## src/rtl/nios_system_sysid_wdog.sv

```systemverilog
// nios_system_sysid_wdog: per-read stall counter for the sysid checker.
// Saturates at TIMEOUT_CYCLES so it never wraps.
module nios_system_sysid_wdog #(
  parameter int unsigned TIMEOUT_CYCLES = 255
) (
  input  logic clock,
  input  logic reset_n,
  input  logic clear,
  input  logic count_en,
  output logic expired
);

  localparam logic [15:0] LIMIT = 16'(TIMEOUT_CYCLES);

  logic [15:0] cnt_q, cnt_d;

  always_comb begin
    cnt_d = cnt_q;
    if (clear) begin
      cnt_d = '0;
    end else if (count_en && (cnt_q != LIMIT)) begin
      cnt_d = cnt_q + 16'd1;
    end
  end

  always_ff @(posedge clock) begin
    if (!reset_n) begin
      cnt_q <= '0;
    end else begin
      cnt_q <= cnt_d;
    end
  end

  assign expired = (cnt_q == LIMIT);

endmodule

```

## config.mk

```make
export PLATFORM = sky130hd
export DESIGN_NAME = nios_system_sysid_wdog
export DESIGN_NICKNAME = d
export VERILOG_FILES = /design/src/rtl/nios_system_sysid_wdog.sv
export SDC_FILE = /design/constraint.sdc
export NUM_CORES = 1
export LEC_CHECK = 0
export CAP_MARGIN = 20
export CORE_MARGIN = 2
export CORE_UTILIZATION = 30
export DETAILED_ROUTE_END_ITERATION = 7
export HOLD_SLACK_MARGIN = 0.05
export PLACE_DENSITY_LB_ADDON = 0.08
export SETUP_SLACK_MARGIN = 0.02
export SYNTH_ARGS = -nofsm -noshare
export SYNTH_HDL_FRONTEND = slang
export SYNTH_SLANG_ARGS = --single-unit
```

## constraint.sdc

```tcl
create_clock -name clock -period 2.45 [get_ports clock]
set_clock_uncertainty 0.15 [all_clocks]
set_input_delay 0.3675 -clock clock [delete_from_list [all_inputs] [get_ports clock]]
set_output_delay 0.3675 -clock clock [all_outputs]
set_load 0.01 [all_outputs]
```

==> results.toml <==
[run_status]
status = "completed"

[clock_network]
cts_tree = "done"
root_buffer = "clkbuf_4"
worst_setup_hold_path_clk_slew_ps = 100
numCtsBuffers = 3
clk_path_buf_depth = 2
clk_latency_ps = 290
postCtsSetupRepairBufs = 0
htree_levels = 1
numClockSinks = 16

[global_routing]
grt_util_all_layers_pct = 13.01
globalRoute.busiestLayer = "met2"
grt_start_max_net_pins = 13
grt_pass1_wl_mm = 3.194
antenna_found_initial = 0
grt-ovfl-total = 0
grt_util_met2_pct = 21.34
first_global_vias = 708
grt.met3_usage_pct = 2.074
grt.met1_usage_pct = 15.75

[die]
core_region_area_sq_um = 2522
die_x_um = 56.27
die_h_um = 56.27
floorplan.io_pins = 5
dieArea_sq_um = 3166
num_rows = 18
start_util_pct = 32.49

[layout]
layout.cells.most_common_list = "dfxtp_1, a21oi_1, nand4_1, nand2_1, buf_4"
commonest_non_fill_non_tap_cell_in_the_layout = "dfxtp_1"
layout.core_utilization_pct = 38.64
layout_top_registers = "cnt_q: 16 flops"
final_nets = 112
number_of_flip_flops_under_the_largest_register_name = 16
antenna_cells = 0
layout-area-overhead-vs-synth_pct = 18.93
fraction_of_final_layout_cells_sized_beyond_drive_strength_1_pct = 16.04
largest-register = "cnt_q"

[worst_hold_path]
min_path_type = "flip-flop to flip-flop"

[synth]
netlist_top_cells_area = "dfxtp_1, or4_1, a21oi_1, nand4_1, or3_1"
netlist-cell-type-count = 29
synth_sequential_area_ratio_pct = 39.08
postSynthCellCount = 93
ys_dominant_reg_cell = "dfxtp_1"
syn_area_sq_um = 819.5
synthesis.area_per_instance_sq_um = 8.812
synthesis.nets = 98
synth_top_area_share_pct = 39.08
synthArstFlopShare_pct = 0
synthDominantAreaCellType = "dfxtp_1"
postSynthRegisterBits = 16
synth_enable_flop_cells = 0
yosysWarningCount = 0

[critical_path]
critical_path.startpoint_type = "flip-flop"
critical_path.n_buffers_inverters = 1
worstSetupEndpointType = "output port"
cp_slowest_cell = "or4_4"
cp_cell_sequence = "or4_4 > nor4_4 > clkdlybuf4s15_1"
cp_top_family = "simple AND/OR/NAND/NOR gates"
cp.arrival_ps = 1810
critical_path_required_ps = 1930
critPathKind = "flip-flop to output port"
crit_path_max_fanout = 6
max_stage_delay_ps = 560

[sta]
worst_pin_slew_ps = 554.0
timing.final.setup_violations = 0
final.hold.worst_slack_ps = 349.2
max-slew-margin-rel_pct = 62.90
timing.final.crit_share_pct = 94.84
finalWorstPathRequiredPeriod_ps = 2324
maxClockFrequency_mhz = 430.4
slew_violations = 0
total_negative_slack_for_setup_checks_ps = 0
rsz0062_at_grt = "no"
hold_viol_final = 0

[power_and_ir_drop]
worst_ir_drop_vdd_mv = 0.2203
power.leakage_nw = 0.3184
fin_total_pwr_uw = 461.7
power-per-cell-area_nw_per_um2 = 473.7

[drt]
detail_route.wl_per_cell_um = 13.29
drc = 0
routed_via_count = 762
detail_route.wirelength_mm = 1.807
via_per_inst = 5.603
antenna_left = 0
drt_iter0_markers = 14
drt-pass1-iter-count = 4

[placed_design]
portbufs = 4
dp_hpwl_mm = 1.379
globalplace.congestion = 0.6905

[run]
cap_viol_max_count = 0
## kinds of logic after synthesis
kind of cell,synth area share [%]
and+or+nand+nor,33.43
AOI/OAI and AO/OA,20.92
DFF,39.08
buffers and inverters,2.748
xor gates and xnor gates,1.069
muxes,1.221
adders and majority gates,1.526
## routing by layer
layer	vias to the layer above	wire (um)
met5	-	0
met4	0	29
met2	8	861
li1	390	-
met1	361	874
met3	3	41
## final timing paths
path | slack, ps | end | startpoint | cells past startpoint
setup / recovery | 130 | expired | cnt_q[12]$_SDFFE_PP0P_ | 3
hold / removal | 350 | cnt_q[15]$_SDFFE_PP0P_ | cnt_q[15]$_SDFFE_PP0P_ | 2
setup reg to reg | 500 | cnt_q[14]$_SDFFE_PP0P_ | cnt_q[12]$_SDFFE_PP0P_ | 4
hold reg to reg | 350 | cnt_q[15]$_SDFFE_PP0P_ | cnt_q[15]$_SDFFE_PP0P_ | 2
## repair_timing
item	CTS	global route
hold buffers	0	0
endpoints found under the hold margin	0	0
endpoints found under the setup margin	1	1
cloned	0	0
gates resized for setup	1	2
## cell type report
cell class,count,area (sq um)
fill,272,1548
timing repair buffer,11,92.59
tap,30,37.54
inverter,2,7.507
clock buffer,4,36.28
multi-input combinational,73,480.5
sequential,16,320.3
## report_power, final
group / total (mW) / switching, mW / internal (mW)
sequential: 0.262 / 0.00109 / 0.261
combinational: 0.0193 / 0.0101 / 0.00914
clock: 0.180 / 0.0899 / 0.0906
total: 0.462 / 0.101 / 0.361
## synthesized netlist by cell type (3+ instances only)
library cell / instances
or4_1: 7
nor2_1: 3
nand3_1: 3
o31ai_1: 4
or3_1: 5
a21oi_2: 3
dfxtp_1: 16
a21oi_1: 9
o21ai_1: 4
nand2_1: 7
nand4_1: 7
o21ai_0: 3
## stage by stage
step | setup slack, ps | area, sq um | std cells
2_1_floorplan | 531.4 | 819.5 | 93
3_3_place_gp | 131.0 | 934.6 | 132
3_5_place_dp | 136.0 | 934.6 | 132
4_1_cts | 67.00 | 969.7 | 136
5_1_grt | 29.33 | 974.7 | 136
6_report | 126.5 | 974.7 | 136
## worst register-to-register path, cell delays in order, from the launching register on
cell and delay [ps]:
dfxtp_1 370, or4_4 570, o211ai_1 500, or4_1 200, a21oi_1 60
Note: power is estimated with default switching activity, not from simulation.
